<file path="config.mk">
export PLATFORM = sky130hd
export DESIGN_NAME = kamacore_mem_arbiter
export DESIGN_NICKNAME = d
export VERILOG_FILES = /design/src/rtl/kamacore_datatypes_pkg.sv /design/src/rtl/kamacore_mem_arb_pick.sv /design/src/rtl/kamacore_mem_arbiter.sv
export SDC_FILE = /design/constraint.sdc
export NUM_CORES = 1
export LEC_CHECK = 0
export ABC_AREA = 1
export CORE_AREA = 2 2 106 108
export CTS_BUF_LIST = sky130_fd_sc_hd__clkbuf_8
export CTS_CLUSTER_SIZE = 10
export DETAILED_ROUTE_END_ITERATION = 7
export DIE_AREA = 0 0 108 110
export GPL_TIMING_DRIVEN = 0
export MAX_ROUTING_LAYER = met4
export PLACE_DENSITY_LB_ADDON = 0.25
export SLEW_MARGIN = 20
export SYNTH_ARGS = -nofsm -noshare
export SYNTH_HDL_FRONTEND = slang
export SYNTH_SLANG_ARGS = --single-unit
</file>
<file path="constraint.sdc">
create_clock -name clk -period 1.4 [get_ports clk]
set_input_delay 0.21 -clock clk [delete_from_list [all_inputs] [get_ports clk]]
set_output_delay 0.21 -clock clk [all_outputs]
set_load 0.02 [all_outputs]
</file>
<file path="src/rtl/kamacore_datatypes_pkg.sv">
// Shared kamacore types: memory-arbiter FSM states, port-owner tags and bus widths.
package kamacore_datatypes;

  localparam int CPU_WIDTH    = 32;
  localparam int MEM_BE_WIDTH = 4;

  typedef enum logic [1:0] {
    ARB_IDLE,
    ARB_WAIT,
    ARB_RESP
  } arb_state_e;

  typedef enum logic [1:0] {
    OWNER_NONE,
    OWNER_IF,
    OWNER_D
  } mem_owner_e;

endpackage

</file>
<file path="src/rtl/kamacore_mem_arb_pick.sv">
// Combinational winner selection for the memory port: data by default,
// fetch when data is idle or the fetch has been starved STARVE_LIMIT times.
module kamacore_mem_arb_pick
  import kamacore_datatypes::*;
#(
  parameter int STARVE_LIMIT = 3,
  parameter int STREAK_W     = 2
) (
  input  logic                if_req_i,
  input  logic                d_req_i,
  input  logic [STREAK_W-1:0] streak_i,
  output mem_owner_e          winner_o
);

  logic starved;

  assign starved = (streak_i == STREAK_W'(STARVE_LIMIT));

  always_comb begin
    winner_o = OWNER_NONE;
    if (if_req_i && (!d_req_i || starved)) begin
      winner_o = OWNER_IF;
    end else if (d_req_i) begin
      winner_o = OWNER_D;
    end
  end

endmodule

</file>
<file path="src/rtl/kamacore_mem_arbiter.sv">
// Shares the single memory port between instruction fetch and load/store,
// tracks the fixed-latency response and routes it back to its owner.
module kamacore_mem_arbiter #(
  parameter int CPU_WIDTH    = kamacore_datatypes::CPU_WIDTH,
  parameter int MEM_LATENCY  = 2,
  parameter int STARVE_LIMIT = 3
) (
  input  logic                                    clk,
  input  logic                                    rst,
  input  logic                                    if_req,
  input  logic [CPU_WIDTH-1:0]                    if_addr,
  output logic                                    if_gnt,
  output logic                                    if_rvalid,
  output logic [CPU_WIDTH-1:0]                    if_rdata,
  input  logic                                    flush_if,
  input  logic                                    d_req,
  input  logic                                    d_we,
  input  logic [CPU_WIDTH-1:0]                    d_addr,
  input  logic [CPU_WIDTH-1:0]                    d_wdata,
  input  logic [kamacore_datatypes::MEM_BE_WIDTH-1:0] d_be,
  output logic                                    d_gnt,
  output logic                                    d_rvalid,
  output logic [CPU_WIDTH-1:0]                    d_rdata,
  output logic                                    m_req,
  output logic                                    m_we,
  output logic [CPU_WIDTH-1:0]                    m_addr,
  output logic [CPU_WIDTH-1:0]                    m_wdata,
  output logic [kamacore_datatypes::MEM_BE_WIDTH-1:0] m_be,
  input  logic [CPU_WIDTH-1:0]                    m_rdata
);

  import kamacore_datatypes::*;

  localparam int CNT_W    = (MEM_LATENCY > 1) ? $clog2(MEM_LATENCY) : 1;
  localparam int STREAK_W = (STARVE_LIMIT > 1) ? $clog2(STARVE_LIMIT + 1) : 1;

  arb_state_e          state_q, state_d;
  mem_owner_e          owner_q, owner_d;
  logic [CNT_W-1:0]    cnt_q, cnt_d;
  logic [STREAK_W-1:0] streak_q, streak_d;
  logic                drop_q, drop_d;
  logic                store_q, store_d;

  mem_owner_e winner;
  logic       window;
  logic       resp;

  kamacore_mem_arb_pick #(
    .STARVE_LIMIT (STARVE_LIMIT),
    .STREAK_W     (STREAK_W)
  ) u_pick (
    .if_req_i (if_req),
    .d_req_i  (d_req),
    .streak_i (streak_q),
    .winner_o (winner)
  );

  // Grants are held off while reset is asserted so every output reads 0.
  assign window = rst && (state_q != ARB_WAIT);
  assign if_gnt = window && (winner == OWNER_IF);
  assign d_gnt  = window && (winner == OWNER_D);

  always_comb begin
    m_req   = 1'b0;
    m_we    = 1'b0;
    m_addr  = '0;
    m_wdata = '0;
    m_be    = '0;
    if (if_gnt) begin
      m_req  = 1'b1;
      m_addr = if_addr;
      m_be   = '1;
    end else if (d_gnt) begin
      m_req   = 1'b1;
      m_we    = d_we;
      m_addr  = d_addr;
      m_wdata = d_wdata;
      m_be    = d_be;
    end
  end

  assign resp      = (state_q == ARB_RESP);
  assign if_rvalid = resp && (owner_q == OWNER_IF) && !drop_q && !flush_if;
  assign if_rdata  = if_rvalid ? m_rdata : '0;
  assign d_rvalid  = resp && (owner_q == OWNER_D);
  assign d_rdata   = (d_rvalid && !store_q) ? m_rdata : '0;

  always_comb begin
    state_d  = state_q;
    owner_d  = owner_q;
    cnt_d    = cnt_q;
    streak_d = streak_q;
    drop_d   = drop_q;
    store_d  = store_q;

    case (state_q)
      ARB_WAIT: begin
        cnt_d = cnt_q - 1'b1;
        if (cnt_q == CNT_W'(1)) begin
          state_d = ARB_RESP;
        end
        if (flush_if && (owner_q == OWNER_IF)) begin
          drop_d = 1'b1;
        end
      end
      ARB_RESP: begin
        state_d = ARB_IDLE;
        owner_d = OWNER_NONE;
        drop_d  = 1'b0;
        store_d = 1'b0;
      end
      default: ;
    endcase

    // A grant in RESP overrides the return to IDLE (back-to-back issue).
    if (if_gnt || d_gnt) begin
      state_d = (MEM_LATENCY == 1) ? ARB_RESP : ARB_WAIT;
      cnt_d   = CNT_W'(MEM_LATENCY - 1);
      owner_d = if_gnt ? OWNER_IF : OWNER_D;
      store_d = d_gnt && d_we;
      drop_d  = if_gnt && flush_if;
    end

    if (if_gnt) begin
      streak_d = '0;
    end else if (d_gnt && if_req && (streak_q != STREAK_W'(STARVE_LIMIT))) begin
      streak_d = streak_q + 1'b1;
    end
  end

  always_ff @(posedge clk or negedge rst) begin
    if (!rst) begin
      state_q  <= ARB_IDLE;
      owner_q  <= OWNER_NONE;
      cnt_q    <= '0;
      streak_q <= '0;
      drop_q   <= 1'b0;
      store_q  <= 1'b0;
    end else begin
      state_q  <= state_d;
      owner_q  <= owner_d;
      cnt_q    <= cnt_d;
      streak_q <= streak_d;
      drop_q   <= drop_d;
      store_q  <= store_d;
    end
  end

endmodule

</file>
Word-level counts from Yosys, hierarchy flattened
Index checks and enable logic that the tools add are counted.
W data, S select, Z words.

word-level totals
  bits in registers = 9
  input bits = 138
  output and inout port bits = 138
  word-level logic and storage cells = 74

operators by class
  $add $sub $neg = 2
  equal/unequal tests = 11
  mux-type cells = 29
  reductions and logical operators = 26

operators by type and width
  kind                   count
  $mux W32               6
  $mux W2                9
  $logic_and A1 B1 Y1    14
  $mux W1                10
  $eq A2 B2 Y1 const B   4
  $mux W4                2
  $eq A2 B1 Y1 const B   3
  $ne A3 B3 Y1 const B   2
  $reduce_bool A2 Y1     3
  $logic_not A1 Y1       4
  $pmux W2 S2            1
  $reduce_and A2 Y1      2
  $reduce_bool A3 Y1     1
  $add A2 B1 Y2 const B  1
  $logic_or A1 B1 Y1     2
  $ne A2 B1 Y1 const B   1
  $ne A2 B2 Y1 const B   1
  $pmux W1 S2            1
  $sub A1 B1 Y1 const B  1

Longest topological paths before layout
Gate-level depths: netlist of run 1.

  depth after elaboration = 10
  depth in mapped cells = 9
  mapped depth without buffers = 9

Hierarchy
From an unflattened synthesis of run 1, not the netlist that was laid out.

unflattened totals
  cell total of the unflattened synthesis = 295
  area, all modules = 1689.1 µm²

by module, submodules not included
  module                 instances  cells an instance  area each (µm²)
  kamacore_mem_arbiter   1          291                1669.1
  kamacore_mem_arb_pick  1          4                  20.0

Least setup slack after synthesis of run 1
Ideal clock, no wire load.

  path type = register to output
  start point = register state_q[0]
  end point = output d_rdata[10]
  arrival = 1.658 ns
  slack = -0.468 ns
  stages on the path, launching flop included = 8
  cells stage by stage = dfrtp_1 > inv_1 > ha_1 > inv_1 > nor3_2 > nand2_1 > buf_6 > nor2_1

between the ends
  word-level cells in the longest chain between the ends = 4

RTL lines
  what                    line                         RTL
  start, declared         kamacore_mem_arbiter.sv:37   arb_state_e state_q, state_d;
  start signal, assigned  kamacore_mem_arbiter.sv:140  state_q <= state_d;
  $eq A2 B2 Y1            kamacore_mem_arbiter.sv:82   assign resp = (state_q == ARB_RESP);
  $logic_and A1 B1 Y1     kamacore_mem_arbiter.sv:85   assign d_rvalid = resp && (owner_q == OWNER_D);
  named net d_rvalid      kamacore_mem_arbiter.sv:22   output logic d_rvalid,
  $logic_and A1 B1 Y1     kamacore_mem_arbiter.sv:86   assign d_rdata = (d_rvalid && !store_q) ? m_rdata : '0;
  $mux W32                kamacore_mem_arbiter.sv:86
  end, declared           kamacore_mem_arbiter.sv:23   output logic [CPU_WIDTH-1:0] d_rdata,

The timed path passes the listed nets, and every way through them passes these cells.

Worst setup path in the final report of run 1
  start point = register state_q[1]
  end point = output m_addr[24]

between the ends
  word-level cells in the longest chain between the ends = 5
  elaborated cells on any way between the ends = 6
  those cells by class = eq/ne (1); mux (2); reduce/logical (3)

RTL lines
  what                   line                        RTL
  $ne A2 B1 Y1 *         kamacore_mem_arbiter.sv:59  assign window = rst && (state_q != ARB_WAIT);
  $logic_and A1 B1 Y1 *  kamacore_mem_arbiter.sv:59
  $logic_and A1 B1 Y1    kamacore_mem_arbiter.sv:61  assign d_gnt = window && (winner == OWNER_D);
  $mux W32               kamacore_mem_arbiter.sv:73  end else if (d_gnt) begin
  $mux W32 *             kamacore_mem_arbiter.sv:69  if (if_gnt) begin
  end, declared          kamacore_mem_arbiter.sv:26  output logic [CPU_WIDTH-1:0] m_addr,

Mark *: on every way between the ends. The rest lies on a longest branch, timed or not.

==> results of run 1 <==
==> path summary, 6_finish.rpt <==
| check | cells after the start | startpoint | to |
|---|---|---|---|
| min in group clk | 3 | if_req | streak_q[1]$_DFFE_PN0P_ |
| setup / recovery | 10 | state_q[1]$_DFFE_PN0P_ | m_addr[24] |
| hold reg to reg | 2 | cnt_q$_DFFE_PN0P_ | cnt_q$_DFFE_PN0P_ |
| setup reg to reg | 10 | state_q[1]$_DFFE_PN0P_ | streak_q[0]$_DFFE_PN0P_ |
| max in group asynchronous | 1 | rst | store_q$_DFFE_PN0P_ |
| hold / removal | 1 | rst | state_q[0]$_DFFE_PN0P_ |
==> through the flow <==
step	hold slack (ns)	utilization, %	setup WS [ns]	area [µm²]	instances
after global routing	-0.144	51.5	-0.591	5510	796
after detailed placement	0.488	48.2	-1.44	5150	769
final	-0.156	51.5	-0.527	5510	796
after CTS	0.0210	48.9	-0.578	5230	782
after global placement	0.473	48.2	-1.40	5150	769
after floorplan	-0.0856	-	-0.234	2230	355
==> Yosys cell counts <==
cell and count:
nand2_1 115, nor2_1 99, inv_1 78, nand2_2 10
dfrtp_1 9, buf_2 7, buf_6 7, nand3_1 6
inv_2 4, ha_1 3, o21ai_0 3, buf_4 2
nand4_1 2, a21oi_4 1, buf_8 1, nand2_4 1
nand3_2 1, nor2_4 1, nor2_8 1, nor3_2 1
o211ai_1 1, o22ai_1 1, or2_1 1
==> power groups by stage <==
stage               sequential [W]  clock (W)  combinational (W)
finish                    0.000479   0.000291            0.00359
global route              0.000490   0.000313            0.00385
CTS                       0.000476   0.000299            0.00325
detailed placement        0.000467          0            0.00321
global placement          0.000458          0            0.00317
floorplan                 0.000449          0            0.00182
==> sequential cells by signal, indices dropped and copies added, names as in the netlist <==
name,flops
cnt_q,1
drop_q,1
store_q,1
streak_q,2
state_q,2
owner_q,2
==> repair_timing <==
item                                   in CTS  in global routing
pin swaps                                   5                 21
endpoints found under the hold margin       0                  9
buffers inserted                            7                 13
setup endpoints to repair                 145                145
gates resized for setup                   566                151
cloned                                      2                  2
==> cells in the final DEF, fill, tap and decap left out, types with 3 or more instances in the layout <==
cell             instances
buf_12                   5
buf_2                   13
buf_4                   81
buf_6                   39
buf_8                    7
clkbuf_8                 3
clkdlybuf4s15_2         28
clkdlybuf4s50_1        135
dfrtp_1                  9
inv_1                   77
inv_2                    5
nand2_1                 63
nand2_2                 54
nand2_4                  9
nand3_1                  5
nor2_1                   5
nor2_2                  63
nor2_4                  32
o21ai_0                  3
==> area by class of cell <==
class | instances | area share (%)
buffer | 17 | 4.59
clock inverter | 1 | 0.0681
clock buffer | 3 | 0.749
inverter | 82 | 5.63
timing repair buffer | 297 | 51.3
tap | 140 | 3.18
multi-input combinational | 247 | 30.4
sequential | 9 | 4.09
==> critical path: cells and delay by family (launching register included) <==
kind                       cells  cell delay, ns
and+or+nand+nor                4            0.40
DFF                            1            0.38
buffers and inverters          5            0.53
adders and majority gates      1            0.17
==> cell families after synthesis <==
| kind of cell | Yosys count | synth area share, % |
|---|---|---|
| AO/OA/AOI/OAI | 6 | 2.59 |
| flip-flops | 9 | 13.0 |
| buffers and inverters | 99 | 26.0 |
| AND/OR/NAND/NOR | 238 | 56.3 |
| adder cells (fa/ha/maj) | 3 | 2.16 |
==> metal layers <==
layer | track usage [%] | vias to the layer above | part of all wire (%)
li1 | - | 1598 | -
met1 | 13.0 | 1387 | 31
met2 | 30.7 | 172 | 57
met3 | 2.41 | 12 | 10
met4 | 3.48 | 0 | 1.7
met5 | - | - | 0
==> metrics.md, run 1 <==
| Metric | Value |
|---|---|
| Status | `finished, violations left` |
| Failing checks | `hold timing, setup timing` |
| Slew margin rel. | `82.0%` |
| Clk pwr share | `6.7%` |
| H-tree depth | `1` |
| Post-synth top area share | `24.9%` |
| Max Slew Vio Count | `0` |
| FP Rows | `38` |
| Syn nets | `496` |
| Initial DRC Count | `73` |
| Sw frac | `47.6%` |
| Final WS setup | `-0.527 ns` |
| DP Wirelength | `8.21 mm` |
| Fraction of layout cells with a size suffix above 1 | `54.0%` |
| Final wirelength | `9.80 mm` |
| PortBufs | `274` |
| Psw | `0.00207 W` |
| DR WL/cell | `12.3 µm` |
| Antenna violations before repair | `0` |
| Crit end category | `primary output` |
| Int Pwr | `0.00228 W` |
| Final ANT Viol Nets | `0` |
| Worst skew pair latency | `0.23 ns` |
| DRC | `0` |
| Crit Path Max Fanout | `7` |
| Worst setup SP type | `flip-flop` |
| Register cell area after layout | `225 µm²` |
| Required time worst endpoint | `1.19 ns` |
| First-pass GRT wire length | `13.5 mm` |
| Critical path arrival | `1.72 ns` |
| Slowest cell on crit path | `dfrtp_1` |
| Core area | `10700 µm²` |
| Synth area leaders | `nand2_1, nor2_1, inv_1` |
| Leakage | `2.78 nW` |
| Final min period | `1.93 ns` |
| Area Growth Syn to Fin | `217%` |
| CTS sink cnt | `9` |
| CP cell instances | `inv_2 -> ha_4 -> nor2_4 -> inv_2 -> nor2_8 -> buf_12 -> clkbuf_16 -> nand2_1 -> nand2_2 -> buf_6` |
| Average size of a mapped cell | `4.89 µm²` |
| GRT Util Overall | `14.4%` |
| Vias per std cell | `3.98` |
| Max VDD drop | `0.410 mV` |
| PwrDens | `791 nW/µm²` |
| Area occupied by multi-input gates | `1670 µm²` |
| First drt pass iteration count | `5` |
| Final hold violations | `9` |
| Worst reg2reg setup slack | `-0.15 ns` |
| Cts bufs inserted | `3` |
| Post-Synthesis Cells | `355` |
| Vias in the first global route | `3061` |
| Setup Viol. Count Final | `144` |
| CTS max path bufs | `2` |
| Tot Pwr | `0.00436 W` |
| Seq/Total Area, Yosys | `13.0%` |
| Die Wd | `108 µm` |
| I/O Pins | `276` |
| Synth Warn # | `0` |
| Synth Register Bits | `9` |
| Ant diodes | `0` |
| Final hold slack | `-0.156 ns` |
| RSZ-0062 raised after global routing | `true` |
| Clock-pin slew on the worst setup and hold paths | `0.04 ns` |
| Clk_skew | `0.000936 ns` |
| Min-delay worst type | `in -> async` |
| Hold-fix buffers, CTS | `0` |
| Root Driver | `clkbuf_8` |
| Die Y | `110 µm` |
| Max Clk Rate | `519 MHz` |
| CP dominant cell by count | `inv_2` |
| Fill count | `1074` |
| DIE AREA | `11900 µm²` |
| Worst-Margin Slew | `0.268 ns` |
| Synth Cell Area | `1740 µm²` |
| Crit Path Class | `reg -> out` |
| Seq pwr share | `11.0%` |
| Final setup TNS | `-61.07 ns` |
| Nets@finish | `798` |
| RePlAce Congestion | `0.759` |
| Pin count of the biggest net entering global routing | `12` |
| Final Cycle Share | `138%` |
| Initial Util | `16.2%` |
| Vias | `3169` |
| Total global routing overflow | `0` |
| Max-cap violations | `0` |
| Leading area contributor after synthesis | `nand2_1` |
| Synth cell types | `23` |
| Critical path's largest stage delay | `0.38 ns` |
| Comb pwr share | `82.3%` |
| TritonCTS clock tree | `built` |
No activity file was read; power rests on OpenSTA's default activity.
==> run 2: changes to the inputs <==
CELL_PAD_IN_SITES_DETAIL_PLACEMENT = 1   (was not set)
CELL_PAD_IN_SITES_GLOBAL_PLACEMENT = 1   (was not set)
CORE_AREA = not set   (was 2 2 106 108)
CORE_UTILIZATION = 11   (was not set)
DIE_AREA = not set   (was 0 0 108 110)
RECOVER_POWER = 100   (was not set)
==> run 2 against run 1 <==
Setup slack got worse by 0.026 ns. The run ends with setup timing left. Maximum frequency decreased by 1.3%. Critical endpoint is now m_wdata[15]. Via count increased by 6.9%. Routed wire length increased by 26%. Sequential cell count unchanged. Combinational power increased by 28%. Critical path depth decreased by 2. Sequential share of layout area decreased by 0.70 points. Power increased by 23%. Core utilization decreased by 8.1 points. Critical path type unchanged.
==> metrics.md, run 2 (same netlist as run 1, synthesis figures left out) <==
| Metric | Value |
|---|---|
| Final ANT Viol Nets | `0 (unchanged)` |
| Crit Path Class | `reg -> out` |
| Hold Path End | `streak_q[0]$_DFFE_PN0P_` |
| Final hold violations | `0 (-9)` |
| Worst skew pair latency | `0.24 ns (about the same)` |
| R2r startpoint | `state_q[0]$_DFFE_PN0P_` |
| Critical path's largest stage delay | `0.42 ns (+0.04 ns)` |
| Slew margin rel. | `68.4% (-14 points)` |
| Setup Viol. Count Final | `144 (unchanged)` |
| Design Area, Final | `6650 µm² (+21%)` |
| Final std cells w/o fill | `886 (+11%)` |
| Final wirelength | `12.4 mm (+26%)` |
| Commonest non-fill, non-tap cell in the layout | `buf_6` |
| FP Rows | `45 (+18%)` |
| Status | `finished, violations left` |
| Max Clk Rate | `512 MHz (-1.3%)` |
| First drt pass iteration count | `4 (-1)` |
| Nets@finish | `817 (+2.4%)` |
| Final WS setup | `-0.553 ns (-0.0256 ns)` |
| Root Driver | `clkbuf_8` |
| Vias per std cell | `3.82 (-3.9%)` |
| Max-cap violations | `0 (unchanged)` |
| Core area | `15300 µm² (+43%)` |
| First-pass GRT wire length | `17.6 mm (+30%)` |
| Cts bufs inserted | `3 (unchanged)` |
| Min-delay worst type | `in -> reg` |
| TritonCTS clock tree | `built` |
| Worst-Margin Slew | `0.472 ns (+0.204 ns)` |
| Post-placement cell area | `5240 µm² (+1.7%)` |
| PwrDens | `807 nW/µm² (+2.1%)` |
| Max Slew Vio Count | `0 (unchanged)` |
| Clk_skew | `0.00203 ns (+0.00110 ns)` |
| Final hold slack | `0.265 ns (+0.421 ns)` |
| Fraction of layout cells with a size suffix above 1 | `57.9% (+4.0 points)` |
| Slowest cell on crit path | `dfrtp_1` |
| DRC | `0 (unchanged)` |
| Top Registers | `owner_q: 2 flops, state_q: 2 flops, streak_q: 2 flops` |
| Post-placement cell count | `840 (+9.2%)` |
| Pin count of the biggest net entering global routing | `11 (-1)` |
| Ant diodes | `0 (unchanged)` |
| Worst R2R Path Depth | `11 (+1)` |
| Vias | `3388 (+6.9%)` |
| Area Growth Syn to Fin | `283%` |
| DIE AREA | `16300 µm² (+37%)` |
| H-tree depth | `1 (unchanged)` |
| Die Y | `128 µm (+16%)` |
| DP Wirelength | `9.38 mm (+14%)` |
| Leakage | `3.11 nW (+12%)` |
| RSZ-0062 raised after global routing | `true` |
| Failing checks | `setup timing` |
| Initial Util | `11.3% (-4.9 points)` |
| RePlAce Congestion | `0.712 (-6.2%)` |
| Initial DRC Count | `23 (-68%)` |
| CP cell instances | `ha_4 -> nor2_4 -> buf_12 -> nand2_8 -> buf_12 -> buf_12 -> nor2_4 -> buf_6` |
| CP top delay family | `buffers and inverters` |
| Worst setup SP type | `flip-flop` |
| CTS max path bufs | `2 (unchanged)` |
| Critical path arrival | `1.74 ns (+0.02 ns)` |
| Worst hold stages | `3` |
| GRT Util Overall | `14.0% (-0.43 points)` |
| Tot Pwr | `0.00537 W (+23%)` |
| Commonest cells after routing, fill and taps aside | `buf_6, clkdlybuf4s50_1, nor2_4` |
| Antenna violations before repair | `0 (unchanged)` |
| Crit Path Max Fanout | `6 (-1)` |
| Post-route core utilization | `43.4% (-8.1 points)` |
| CTS sink cnt | `9 (unchanged)` |
| DR WL/cell | `14.0 µm (+14%)` |
| I/O Pins | `276 (unchanged)` |
| HP Start | `if_req` |
| Total global routing overflow | `0 (unchanged)` |
| Die Wd | `128 µm (+18%)` |
| Reg2reg end | `drop_q$_DFFE_PN0P_` |
| Required time worst endpoint | `1.19 ns (about the same)` |
| PortBufs | `274 (unchanged)` |
| Worst reg2reg setup slack | `-0.33 ns (-0.18 ns)` |
| Vias in the first global route | `3656 (+19%)` |
| Clock-pin slew on the worst setup and hold paths | `0.05 ns (about the same)` |
| Final min period | `1.95 ns (+0.0256 ns)` |
| CP dominant cell by count | `buf_12` |
| Max VDD drop | `0.336 mV (-18%)` |
| Crit end category | `primary output` |
| Final Cycle Share | `139% (+1.8 points)` |
| CP bufs+invs | `4 (-1)` |
## run 2: changes by cell type in the layout (fill, tap and decap cells not counted), moves of 9 or more
cell             before  now
buf_6                39  139
buf_4                81   24
nor2_4               32   88
nor2_2               63   10
clkdlybuf4s15_2      28    1
buf_2                13    1
buf_12                5   16
nand2_2              54   65
nand2_1              63   54
## run 2: timing repair
item / 4_1_cts / 5_1_grt
hold endpoints to repair: 9 / 0
pin swaps: 17 / 22
setup endpoints to repair: 146 / 145
resized for setup: 807 / 196
buffers inserted: 24 / 13
hold buffers: 1 / 0
gates cloned: 6 / 4
## run 2: worst max path at each step
stage                                       from  slack, ns          end  cells past startpoint
after floorplan           state_q[0]$_DFFE_PN0P_      -0.23  d_rdata[10]                      7
after global placement                       rst      -1.41   m_addr[11]                      9
after detailed placement                     rst      -1.50    m_addr[9]                      9
after CTS                 state_q[0]$_DFFE_PN0P_      -0.57      m_be[3]                      9
after global routing      state_q[0]$_DFFE_PN0P_      -0.64   m_addr[30]                      9
final                     state_q[0]$_DFFE_PN0P_      -0.55  m_wdata[15]                      8
## run 2: worst min-delay path: cells and delay by family
family | cells | cell delay (ns)
simple gates | 2 | 0.13
buf+inv | 1 | 0.12
## run 2: power by group
group          switching (W)  leakage, nW  internal (W)
clock               0.000116       0.0269      0.000192
combinational        0.00227         2.97       0.00231
sequential         0.0000986        0.112      0.000385
total                0.00248         3.11       0.00289
## run 2: metrics by stage
| step | worst slack [ns] | setup TNS, ns |
|---|---|---|
| 2_1_floorplan | -0.234 | -12.25 |
| 3_3_place_gp | -1.41 | -146.34 |
| 3_5_place_dp | -1.50 | -153.76 |
| 4_1_cts | -0.572 | -66.54 |
| 5_1_grt | -0.639 | -75.22 |
| 6_report | -0.553 | -64.53 |
## run 2: metal layers
| layer | vias up | routed length [µm] | track usage, % |
|---|---|---|---|
| li1 | 1638 | - | - |
| met1 | 1555 | 4100 | 12.9 |
| met2 | 186 | 7060 | 29.0 |
| met3 | 9 | 1110 | 3.01 |
| met4 | 0 | 123 | 2.63 |
| met5 | - | 0 | - |
## run 2: cell type report
type	count	area, µm²
Timing Repair Buffer	318	3510
Clock inverter	1	3.75
Clock buffer	3	41.3
Tap cell	211	264
Buffer	15	267
Multi-Input combinational cell	247	2020
Fill cell	1746	8660
Inverter	82	328
Sequential cell	9	225
